<file path="config.mk">
export PLATFORM = sky130hd
export DESIGN_NAME = elevator_display
export DESIGN_NICKNAME = d
export VERILOG_FILES = /design/src/rtl/elevator_pkg.sv /design/src/rtl/elevator_pixel_gen.sv /design/src/rtl/elevator_display.sv
export SDC_FILE = /design/constraint.sdc
export NUM_CORES = 1
export LEC_CHECK = 0
export CAP_MARGIN = 20
export CORE_MARGIN = 2
export CORE_UTILIZATION = 50
export CTS_BUF_LIST = sky130_fd_sc_hd__clkbuf_4 sky130_fd_sc_hd__clkbuf_8
export CTS_CLUSTER_SIZE = 12
export DETAILED_ROUTE_END_ITERATION = 6
export PLACE_DENSITY = 0.78
export SETUP_SLACK_MARGIN = 0.1
export SYNTH_ARGS = -nofsm -noshare
export SYNTH_HDL_FRONTEND = slang
export SYNTH_HIERARCHICAL = 1
export SYNTH_SLANG_ARGS = --single-unit
</file>
<file path="constraint.sdc">
create_clock -name clk -period 5.3 [get_ports clk]
set_input_delay 0.53 -clock clk [delete_from_list [all_inputs] [get_ports clk]]
set_output_delay 0.53 -clock clk [all_outputs]
set_load 0.02 [all_outputs]
</file>
<file path="src/rtl/elevator_pkg.sv">
// Shared types, geometry constants and helpers for the elevator display.
package elevator_pkg;

  localparam int NUM_FLOORS  = 8;
  localparam int FLOOR_PITCH = 56;
  localparam int STEP        = 2;
  localparam int DOOR_FRAMES = 60;
  localparam int CAR_X0      = 288;
  localparam int CAR_W       = 64;
  localparam int CAR_H       = 48;
  localparam int CAR_BASE    = 428;

  // Screen and decoration geometry derived from the car layout.
  localparam int SCREEN_H    = 480;
  localparam int DOOR_GAP_X0 = 312;
  localparam int DOOR_GAP_W  = 16;
  localparam int MARK_X0     = 16;
  localparam int MARK_W      = 32;

  typedef enum logic [1:0] {
    IDLE      = 2'd0,
    MOVE_UP   = 2'd1,
    MOVE_DOWN = 2'd2,
    DOOR_OPEN = 2'd3
  } elevator_state_t;

  // Observable controller state, bundled so checkers can bind to one signal.
  typedef struct packed {
    elevator_state_t state;
    logic [8:0]      car_off;
    logic [2:0]      cur_floor;
    logic [2:0]      target;
  } elevator_dbg_t;

  // Car offset (pixels) at which the car is aligned with floor f.
  function automatic logic [8:0] floor_pos(input logic [2:0] f);
    return 9'(f) * 9'(FLOOR_PITCH);
  endfunction

endpackage

</file>
<file path="src/rtl/elevator_pixel_gen.sv">
// Registered colour generator: car, shaft walls, floor lines, target marker.
module elevator_pixel_gen
  import elevator_pkg::*;
(
  input  logic       clk,
  input  logic       nrst,
  input  logic [9:0] x,
  input  logic [9:0] y,
  input  logic       de,
  input  logic [9:0] car_top,
  input  logic       door_open,
  input  logic       moving,
  input  logic [2:0] target,
  output logic [3:0] R,
  output logic [3:0] G,
  output logic [3:0] B
);

  logic [10:0] car_bot;
  logic [9:0]  band_lo;
  logic [9:0]  band_hi;
  logic        in_car;
  logic        door_gap;
  logic        wall;
  logic        marker;
  logic        on_line;
  logic [11:0] rgb_d;
  logic [11:0] rgb_q;

  assign car_bot  = {1'b0, car_top} + 11'(CAR_H);
  assign in_car   = (x >= 10'(CAR_X0)) && (x < 10'(CAR_X0 + CAR_W)) &&
                    (y >= car_top) && ({1'b0, y} < car_bot);
  assign door_gap = (x >= 10'(DOOR_GAP_X0)) && (x < 10'(DOOR_GAP_X0 + DOOR_GAP_W));
  assign wall     = (x == 10'(CAR_X0 - 2)) || (x == 10'(CAR_X0 + CAR_W + 1));
  // The target band spans one floor pitch ending at the floor's line below it.
  assign band_lo  = 10'(SCREEN_H - FLOOR_PITCH) - {1'b0, floor_pos(target)};
  assign band_hi  = band_lo + 10'(FLOOR_PITCH);
  assign marker   = (x >= 10'(MARK_X0)) && (x < 10'(MARK_X0 + MARK_W)) &&
                    (y >= band_lo) && (y < band_hi);

  // Floor lines sit one pitch apart, counting up from the bottom edge.
  always_comb begin
    on_line = 1'b0;
    for (int k = 1; k <= NUM_FLOORS; k++) begin
      if (y == 10'(SCREEN_H - FLOOR_PITCH * k)) on_line = 1'b1;
    end
  end

  // Priority colour selection, blanked outside the visible area.
  always_comb begin
    rgb_d = 12'h000;
    if (!de)                rgb_d = 12'h000;
    else if (in_car)        rgb_d = (door_open && door_gap) ? 12'h000 : 12'hFFF;
    else if (wall)          rgb_d = 12'h00F;
    else if (on_line)       rgb_d = 12'h888;
    else if (moving && marker) rgb_d = 12'hF00;
  end

  // One-cycle pipeline register toward the VGA controller.
  always_ff @(posedge clk or negedge nrst) begin
    if (!nrst) rgb_q <= 12'h000;
    else       rgb_q <= rgb_d;
  end

  assign R = rgb_q[11:8];
  assign G = rgb_q[7:4];
  assign B = rgb_q[3:0];

endmodule

</file>
<file path="src/rtl/elevator_display.sv">
// Elevator controller: request handshake, car motion per frame, door timer.
// Handshake: a request is taken on a rising clk edge where target_valid=1 and
// ready=1; ready is high only while IDLE, and requests seen otherwise are dropped.
module elevator_display
  import elevator_pkg::*;
(
  input  logic       clk,
  input  logic       nrst,
  input  logic [9:0] x,
  input  logic [9:0] y,
  input  logic       de,
  input  logic       frame_start,
  input  logic [2:0] target_floor,
  input  logic       target_valid,
  output logic       ready,
  output logic [2:0] cur_floor,
  output logic       moving,
  output logic [3:0] R,
  output logic [3:0] G,
  output logic [3:0] B
);

  elevator_state_t state_q, state_d;
  logic [8:0]      car_off_q, car_off_d;
  logic [8:0]      step_up, step_dn;
  logic [2:0]      cur_floor_q, cur_floor_d;
  logic [2:0]      target_q, target_d;
  logic [5:0]      door_cnt_q, door_cnt_d;
  logic [9:0]      car_top;
  elevator_dbg_t   dbg;

  assign step_up = car_off_q + 9'(STEP);
  assign step_dn = car_off_q - 9'(STEP);

  // Next-state logic: accept in IDLE, step on frame_start, time the door.
  always_comb begin
    state_d     = state_q;
    car_off_d   = car_off_q;
    cur_floor_d = cur_floor_q;
    target_d    = target_q;
    door_cnt_d  = door_cnt_q;
    case (state_q)
      IDLE: begin
        if (target_valid) begin
          target_d   = target_floor;
          door_cnt_d = 6'd0;
          if (target_floor > cur_floor_q)      state_d = MOVE_UP;
          else if (target_floor < cur_floor_q) state_d = MOVE_DOWN;
          else                                 state_d = DOOR_OPEN;
        end
      end
      MOVE_UP: begin
        if (frame_start) begin
          car_off_d = step_up;
          if (step_up == floor_pos(target_q)) begin
            state_d     = DOOR_OPEN;
            cur_floor_d = target_q;
            door_cnt_d  = 6'd0;
          end else if (step_up == floor_pos(cur_floor_q + 3'd1)) begin
            cur_floor_d = cur_floor_q + 3'd1;
          end
        end
      end
      MOVE_DOWN: begin
        if (frame_start) begin
          car_off_d = step_dn;
          if (step_dn == floor_pos(target_q)) begin
            state_d     = DOOR_OPEN;
            cur_floor_d = target_q;
            door_cnt_d  = 6'd0;
          end else if (step_dn == floor_pos(cur_floor_q - 3'd1)) begin
            cur_floor_d = cur_floor_q - 3'd1;
          end
        end
      end
      DOOR_OPEN: begin
        if (frame_start) begin
          if (door_cnt_q == 6'(DOOR_FRAMES - 1)) begin
            state_d    = IDLE;
            door_cnt_d = 6'd0;
          end else begin
            door_cnt_d = door_cnt_q + 6'd1;
          end
        end
      end
      default: state_d = IDLE;
    endcase
  end

  // Controller state registers, cleared asynchronously.
  always_ff @(posedge clk or negedge nrst) begin
    if (!nrst) begin
      state_q     <= IDLE;
      car_off_q   <= 9'd0;
      cur_floor_q <= 3'd0;
      target_q    <= 3'd0;
      door_cnt_q  <= 6'd0;
    end else begin
      state_q     <= state_d;
      car_off_q   <= car_off_d;
      cur_floor_q <= cur_floor_d;
      target_q    <= target_d;
      door_cnt_q  <= door_cnt_d;
    end
  end

  assign dbg = '{state: state_q, car_off: car_off_q, cur_floor: cur_floor_q, target: target_q};

  assign ready     = (dbg.state == IDLE);
  assign moving    = (dbg.state == MOVE_UP) || (dbg.state == MOVE_DOWN);
  assign cur_floor = dbg.cur_floor;
  assign car_top   = 10'(CAR_BASE) - {1'b0, dbg.car_off};

  elevator_pixel_gen u_pixel_gen (
    .clk       (clk),
    .nrst      (nrst),
    .x         (x),
    .y         (y),
    .de        (de),
    .car_top   (car_top),
    .door_open (dbg.state == DOOR_OPEN),
    .moving    (moving),
    .target    (dbg.target),
    .R         (R),
    .G         (G),
    .B         (B)
  );

endmodule

</file>
=== Yosys cells after proc, flatten, opt, wreduce, memory -nomap -nowiden ===
Cells that the tools add are included.

* $add $sub $neg: 9
* Multiply operators: 3
* Magnitude comparators: 12
* Equal/unequal tests: 27
* Muxes and demuxes: 42
* Reduce and logical (&&, ||, !) cells: 18

{| class="wikitable"
|+ Operators by type and width
! kind !! number
|-
| two-way mux 12 bit || 6
|-
| equality test 10 x 9 -> 1 bit, second input constant || 6
|-
| two-way mux 6 bit || 7
|-
| equality test 9 bit || 4
|-
| case mux 6 bit (4 select lines) || 1
|-
| equality test 10 x 8 -> 1 bit, second input constant || 2
|-
| greater-or-equal comparator 10 bit || 2
|-
| greater-or-equal comparator 10 x 9 -> 1 bit, second input constant || 2
|-
| less-than comparator 10 x 9 -> 1 bit, second input constant || 2
|-
| subtractor 9 x 9 -> 10 bit, first input constant || 2
|-
| multiplier 3 x 3 -> 6 bit, second input constant || 3
|-
| two-way mux 3 bit || 6
|-
| two-way mux 9 bit || 2
|-
| case mux 9 bit (2 select lines) || 1
|-
| two-way mux 2 bit || 8
|-
| inequality test 2 bit, second input constant || 7
|-
| adder 10 x 6 -> 11 bit, second input constant || 1
|-
| less-than comparator 10 x 11 -> 1 bit || 1
|-
| adder 10 x 6 -> 10 bit, second input constant || 1
|-
| equality test 10 x 6 -> 1 bit, second input constant || 1
|-
| equality test 10 x 7 -> 1 bit, second input constant || 1
|-
| greater-or-equal comparator 10 x 5 -> 1 bit, second input constant || 1
|-
| less-than comparator 10 bit || 1
|-
| less-than comparator 10 x 6 -> 1 bit, second input constant || 1
|-
| other kinds (23) || 42
|}

* Flip-flop bits (word level): 35

=== Depth between registers and ports, before layout ===
Gate-level depths: netlist of the first run.

* Word-level depth: 13
* Depth in mapped cells: 15
* Gate-level depth less buffers: 15

=== By module ===
The synthesis of the first run kept the hierarchy.

{| class="wikitable"
|+ By module, submodules not included
! module !! times used !! cells an instance !! area an instance (sq um) !! sequential area each (sq um)
|-
| elevator_display || 1 || 342 || 2742.6 || 550.5
|-
| elevator_pixel_gen || 1 || 196 || 1624.1 || 150.1
|}

=== Worst setup path after synthesis of the first run ===
No wires, ideal clock.

* Kind: register -> register
* Start: register target_q[0]
* End: register state_q[0]
* Library setup time: 128 ps
* Data arrival time: 3678 ps
* Data required time: 5172 ps
* Setup slack: 1495 ps
* Stages on the path, launching flop included: 13
* Path buffers: 0
* Period minus slack after synthesis: 3805 ps
* Path through: dfrtp_1 -> inv_1 -> fa_1 -> inv_1 -> ha_1 -> fa_1 -> xor2_1 -> xnor2_1 -> o41ai_1 -> nand3_1 -> a211o_4 -> nor2b_1 -> mux2_1

* Word-level cells in the longest chain between the ends: 4
* Elaborated cells between the ends (all ways): 6
* Those cells by class: mul (1); eq/ne (4); reduce/logical (1)

{| class="wikitable"
|+ RTL lines
! element !! RTL line !! source
|-
| from (decl) || elevator_display.sv:27 || <nowiki>logic [2:0] target_q, target_d;</nowiki>
|-
| from (signal assigned) || elevator_display.sv:102 || <nowiki>target_q <= target_d;</nowiki>
|-
| multiplier 3 x 3 -> 6 bit (*) || elevator_pkg.sv:37 || <nowiki>return 9'(f) * 9'(FLOOR_PITCH);</nowiki>
|-
| equality test 9 bit, on equally long branches || elevator_display.sv:67, elevator_display.sv:55 ||
|-
| inequality test 2 bit (no source line) || - ||
|-
| AND reduction 7 bit (no source line) (*) || - ||
|-
| to (signal assigned) || elevator_display.sv:99 || <nowiki>state_q <= state_d;</nowiki>
|-
| to (decl) || elevator_display.sv:23 || <nowiki>elevator_state_t state_q, state_d;</nowiki>
|}

Every way passes the cells marked *; elsewhere a longest branch is shown, timed or not.
A chain may end at the register's enable or synchronous reset.

=== Final worst setup path of the first run ===
* Start: register target_q[0]
* End: register state_q[1]

The elaborated chain is that of the path after synthesis.

==> flow_metrics.py, run 1 <==
metrics = {
    "grt": {
        "track_usage_pct": 22.1,
        "grt_max_degree": 29,
        "grt_pass1_vias": 3857,
        "antenna_found_initial": 0,
        "overflow": 0,
        "grt_pass1_wl_um": 17900,
    },
    "yosys": {
        "yosys_warnings": 6,
        "synth-edff-count": 0,
        "synthCells": 538,
        "synth_compound_area_share_pct": 19.5,
        "synth_top_area_cell": "ha_1",
        "synthXorXnorAreaFrac_pct": 10.8,
        "syn_nets": 636,
        "synthArstFlopShare_pct": 100,
        "synth.top_cell.area_share_pct": 18.3,
        "yosysSeqAreaShare_pct": 16.0,
        "synth.area.top_cells": "ha_1 18%, dfrtp_1 16%, xnor2_1 5.4%",
        "ys_seq_elements": 28,
        "synth-main-ff-cell": "dfrtp_1",
        "synthSimpleGateAreaFrac_pct": 23.6,
        "post_synth_fa_ha_maj_area_fraction_pct": 21.1,
        "synth_cell_types": 75,
        "avgSynthCellArea_um2": 8.12,
        "synth.area.mux_share_pct": 1.98,
        "synth_top_family_by_area": "simple AND/OR/NAND/NOR gates",
        "syn-cell-area_um2": 4370,
    },
    "clock_tree": {
        "cts_tree": "done",
        "numCtsBuffers": 3,
        "clk_pin_slew_ps": 110,
        "clock-sinks": 28,
        "cts_buffer_depth": 2,
        "cts_hold_buf": 0,
        "cts_resized": 0,
        "h-tree-depth": 1,
        "clock_latency_ps": 280,
        "clockRootBuffer": "clkbuf_8",
        "cts_setup_buffers": 0,
    },
    "setup_path": {
        "arrival_ps": 4490,
        "r2r_cells": 12,
        "cp_max_fo": 13,
        "rrSetupSlack_ps": 990,
        "worstPathRequired_ps": 5470,
        "crit_type": "flip-flop to flip-flop",
        "rr_startpoint": "target_q[0]$_DFFE_PN0P_",
        "cp-start-kind": "flip-flop",
        "r2r-end": "state_q[1]$_DFFE_PN0P_",
        "crit_path_end_kind": "flip-flop",
    },
    "drt": {
        "ant_nets": 0,
        "drt_pass1_iterations": 5,
        "wl_met2_um": 5040,
        "drcViolationCount": 0,
        "wl_met1_um": 4860,
        "via_per_inst": 5.87,
        "vias": 3930,
        "post_drt_wl_per_cell_um": 15.7,
        "top_layer_used": "met4",
        "met3_length_um": 426,
        "drt_wl_total_um": 10500,
        "initialDrtViolationCount": 271,
    },
    "timing": {
        "finalSetupTns_ps": 0,
        "slew_headroom_pct": 56.5,
        "finalHoldViolations": 0,
        "worstMarginPinSlew_ps": 652,
        "fin_crit_sh_pct": 81.4,
        "slew_viol_final": 0,
        "setup_ws_ps": 986,
        "setup_viol": 0,
        "fmax_mhz": 232,
        "fin_skew_ps": 8.43,
        "rsz0062_at_grt": "false",
        "finalCriticalPeriod_ps": 4310,
    },
    "worst_hold_path": {
        "worstHoldStart": "door_cnt_q[5]$_DFFE_PN0P_",
        "hold_path_class": "flip-flop to flip-flop",
        "min_to": "door_cnt_q[5]$_DFFE_PN0P_",
        "whs_path_depth": 1,
    },
    "place": {
        "dpl.hpwl_um": 8190,
        "io_buffers": 44,
        "place_ws_ps": 1030,
        "place.gp.congestion": 0.955,
    },
    "cells_and_area": {
        "post-route-util_pct": 56.7,
        "diodes": 0,
        "mostFrequentLayoutCells": "64 x ha_1, 44 x nand2_1, 44 x clkdlybuf4s50_1",
        "drive_gt1_share_pct": 5.35,
        "finalNetCount": 660,
        "layout_commonest_cell": "ha_1",
        "area_growth_pct": 11.7,
        "n_fill_cell": 790,
    },
    "job": {
        "cap_violations": 0,
    },
    "floorplan": {
        "start_util_pct": 50.8,
        "pin_count": 45,
        "fp.dieH_um": 97.5,
        "die-area_um2": 9500,
        "rows": 34,
        "fp.coreArea_um2": 8590,
        "die_x_um": 97.5,
    },
    "outcome": {
        "status": "finished clean",
    },
}
==> state kept, by name (all words and copies together) (netlist names) <==
signal             flops
car_off_q              8
cur_floor              3
door_cnt_q             6
state_q                2
target_q               3
u_pixel_gen/rgb_q      6
==> layer usage <==
metal | vias to the layer above | global-route usage [%]
li1 | 1951 | -
met1 | 1841 | 29.5
met2 | 122 | 37.9
met3 | 16 | 2.73
met4 | 0 | 5.34
met5 | - | 0
==> cell type report <==
| class | instances | area [µm²] | share of cell area, % |
|---|---|---|---|
| Multi-Input combinational cell | 443 | 3360 | 69.0 |
| Sequential cell | 28 | 701 | 14.4 |
| Timing Repair Buffer | 46 | 455 | 9.34 |
| Inverter | 40 | 150 | 3.08 |
| Tap cell | 108 | 135 | 2.77 |
| Clock buffer | 3 | 41.3 | 0.847 |
| Clock inverter | 1 | 30.0 | 0.616 |
==> per-stage QoR <==
stage,instances,instance area [µm²],hold slack [ps]
6_report,669,4880,515
5_1_grt,669,4880,536
4_1_cts,669,4880,524
3_5_place_dp,665,4800,508
3_3_place_gp,665,4800,492
2_1_floorplan,538,4370,234
==> worst max path at each step <==
stage | start | to | slack (ps) | depth (start not counted)
final | target_q[0]$_DFFE_PN0P_ | state_q[1]$_DFFE_PN0P_ | 990 | 12
after global routing | target_q[0]$_DFFE_PN0P_ | state_q[1]$_DFFE_PN0P_ | 580 | 12
after CTS | target_q[0]$_DFFE_PN0P_ | state_q[1]$_DFFE_PN0P_ | 980 | 12
after detailed placement | target_q[0]$_DFFE_PN0P_ | state_q[1]$_DFFE_PN0P_ | 1030 | 12
after global placement | target_q[0]$_DFFE_PN0P_ | state_q[0]$_DFFE_PN0P_ | 1240 | 12
after floorplan | target_q[0]$_DFFE_PN0P_ | state_q[0]$_DFFE_PN0P_ | 1490 | 12
==> worst max-delay path, stage by stage (launching register included) <==
cell and delay [ps]:
dfrtp_1 720, inv_1 180, fa_1 570, inv_1 40, ha_1 210, fa_1 520, xor2_1 290, xnor2_1 120
nor3_1 300, nand3_1 240, a211o_4 450, nor2b_1 220, mux2_1 350
==> logic make-up (layout without fill, tap and decap cells) <==
| kind of cell | after synthesis | count (layout) |
|---|---|---|
| other | 1 | 1 |
| multiplexers | 8 | 8 |
| buffers and inverters | 67 | 90 |
| AND/OR/NAND/NOR | 185 | 185 |
| flip-flops | 28 | 28 |
| XOR/XNOR | 54 | 54 |
| adder cells (fa/ha/maj) | 70 | 70 |
| AO/OA/AOI/OAI | 125 | 125 |
==> Yosys cell counts, types with 3 or more instances <==
master	n
ha_1	64
nand2_1	44
inv_1	40
nor2_1	34
o21ai_0	30
dfrtp_1	28
xnor2_1	27
xor2_1	27
a21oi_1	23
nand3_1	14
nor2b_1	13
clkbuf_1	11
buf_4	10
nand2b_1	10
a31oi_1	9
nor3_1	9
o21ai_1	9
and3_1	7
nand3b_1	7
nand4_1	7
fa_1	6
buf_2	5
nor4_1	5
o21a_1	5
o31ai_1	5
a211oi_1	4
a2111oi_0	3
a211o_1	3
a21o_1	3
and2_1	3
mux2_2	3
mux2i_1	3
nor3b_1	3
o22ai_1	3
or2_2	3
or3b_1	3
or4b_1	3
Power of run 1 is left out: the tool's default activity adds up to more than one toggle a clock period on the data nets, which glitch-free logic cannot reach.
==> inputs of run 2 (changes only) <==
PLACE_DENSITY = 0.8   (was 0.78)
clock period = 3.9 ns   (was 5.3 ns; I/O delays follow)
==> flow_metrics.py, run 2 (same netlist as run 1, synthesis figures left out) <==
metrics = {
    "grt": {
        "grt_pass1_vias": 3872,
        "track_usage_pct": 22.3,
        "antenna_found_initial": 0,
        "grt_max_degree": 18,
        "grt_pass1_wl_um": 18000,
        "overflow": 0,
    },
    "clock_tree": {
        "cts_buffer_depth": 2,
        "cts_tree": "done",
        "clock_latency_ps": 280,
        "clk_pin_slew_ps": 110,
        "clockRootBuffer": "clkbuf_8",
        "clock-sinks": 28,
        "numCtsBuffers": 3,
        "h-tree-depth": 1,
    },
    "place": {
        "place.gp.congestion": 0.917,
        "place_ws_ps": 22.9,
        "dp.cells": 678,
        "dpl.hpwl_um": 8350,
        "io_buffers": 44,
    },
    "drt": {
        "wl_met2_um": 5330,
        "met3_length_um": 378,
        "top_layer_used": "met4",
        "vias": 4013,
        "ant_nets": 0,
        "via_per_inst": 5.86,
        "wl_met1_um": 4740,
        "drt_pass1_iterations": 5,
        "drcViolationCount": 0,
        "initialDrtViolationCount": 245,
        "drt_wl_total_um": 10700,
        "post_drt_wl_per_cell_um": 15.6,
    },
    "cells_and_area": {
        "layout_commonest_cell": "ha_1",
        "reg_top3": "car_off_q: 8 flops, door_cnt_q: 6 flops, u_pixel_gen/rgb_q: 6 flops",
        "diodes": 0,
        "drive_gt1_share_pct": 11.4,
        "n_fill_cell": 769,
        "regMostFlops": "car_off_q",
        "mostFrequentLayoutCells": "62 x ha_1, 44 x nand2_1, 44 x clkdlybuf4s50_1",
        "finalNetCount": 676,
        "stdcell_count": 685,
        "largest_register_ffs": 8,
        "area_growth_pct": 17.5,
        "seqCellArea_um2": 702,
        "multiInputGateArea_um2": 3490,
    },
    "timing": {
        "worstMarginPinSlew_ps": 846,
        "finalSetupTns_ps": 0,
        "fin_skew_ps": 5.22,
        "setup_viol": 0,
        "fmax_mhz": 270,
        "finalCriticalPeriod_ps": 3700,
        "rsz0062_at_grt": "true",
        "setup_ws_ps": 196,
        "finalHoldViolations": 0,
        "fin_crit_sh_pct": 95.0,
        "slew_viol_final": 0,
        "whs_ps": 517,
        "slew_headroom_pct": 43.4,
    },
    "setup_path": {
        "cp-start-kind": "flip-flop",
        "cp_max_fo": 10,
        "cp_slowest_stage_delay_ps": 550,
        "crit_path_end_kind": "flip-flop",
        "arrival_ps": 3880,
        "worstPathCellList": "inv_1 > fa_1 > inv_1 > ha_1 > fa_1 > xor2_2 > nand4_1 > and2_1 > a32oi_2 > o21ai_2 > a211o_4 > nor2b_2 > mux2_1",
        "startpoint": "target_q[0]$_DFFE_PN0P_",
        "rr_startpoint": "target_q[0]$_DFFE_PN0P_",
        "crit_type": "flip-flop to flip-flop",
        "worstPathRequired_ps": 4080,
        "critPathSlowestCell": "fa_1",
    },
    "worst_hold_path": {
        "hold_path_class": "flip-flop to flip-flop",
        "worstHoldStart": "door_cnt_q[5]$_DFFE_PN0P_",
    },
    "floorplan": {
        "fp.coreArea_um2": 8590,
        "rows": 34,
        "fp.dieH_um": 97.5,
        "start_util_pct": 50.8,
        "pin_count": 45,
        "die_x_um": 97.5,
        "die-area_um2": 9500,
    },
    "outcome": {
        "status": "finished clean",
    },
    "job": {
        "cap_violations": 0,
    },
}
[run 2: cell types whose count changed in the layout (fill, tap and decap cells not counted), sizes merged]
cell	delta
buf	+16
[run 2: area by class of cell]
cell class,instances,area share [%]
Sequential cell,28,13.7
Clock inverter,1,0.585
Tap cell,108,2.63
Multi-Input combinational cell,443,68.1
Timing Repair Buffer,62,11.3
Clock buffer,3,0.805
Inverter,40,2.93
[run 2: repair_timing]
item,CTS,global route
hold buffers,0,0
setup buffers,0,3
endpoints found under the setup margin,2,10
resized for setup,5,18
pin swaps,0,7
cloned,0,0
[run 2: worst paths after layout]
check / end / slack [ps] / cells after the start
min reg2reg: door_cnt_q[5]$_DFFE_PN0P_ / 520 / 1
min in group asynchronous: door_cnt_q[0]$_DFFE_PN0P_ / 580 / 1
max reg2reg: state_q[0]$_DFFE_PN0P_ / 200 / 13
max in group asynchronous: target_q[0]$_DFFE_PN0P_ / 2620 / 2
max: state_q[0]$_DFFE_PN0P_ / 200 / 13
min: door_cnt_q[5]$_DFFE_PN0P_ / 520 / 1
[run 2: worst max-delay path, delay by kind of cell (launching register included)]
family	cells	cell delay, ps
adder cells (fa/ha/maj)	3	1310
AO/OA/AOI/OAI	3	660
AND/OR/NAND/NOR	3	570
flip-flops	1	390
multiplexers	1	330
XOR/XNOR	1	230
buffers and inverters	2	110
[run 2: through the flow]
stage | utilization (%) | area, µm²
2_1_floorplan | - | 4370
3_5_place_dp | 57.1 | 4900
6_report | 59.7 | 5130
5_1_grt | 59.7 | 5130
3_3_place_gp | 57.1 | 4900
4_1_cts | 58.2 | 5000
[run 2: metal layers]
| metal | track usage [%] | up-vias |
|---|---|---|
| met5 | 0 | - |
| met4 | 5.34 | 0 |
| met3 | 2.52 | 16 |
| met2 | 38.6 | 96 |
| met1 | 29.9 | 1919 |
| li1 | - | 1982 |
Power of run 2 is left out for the same reason.
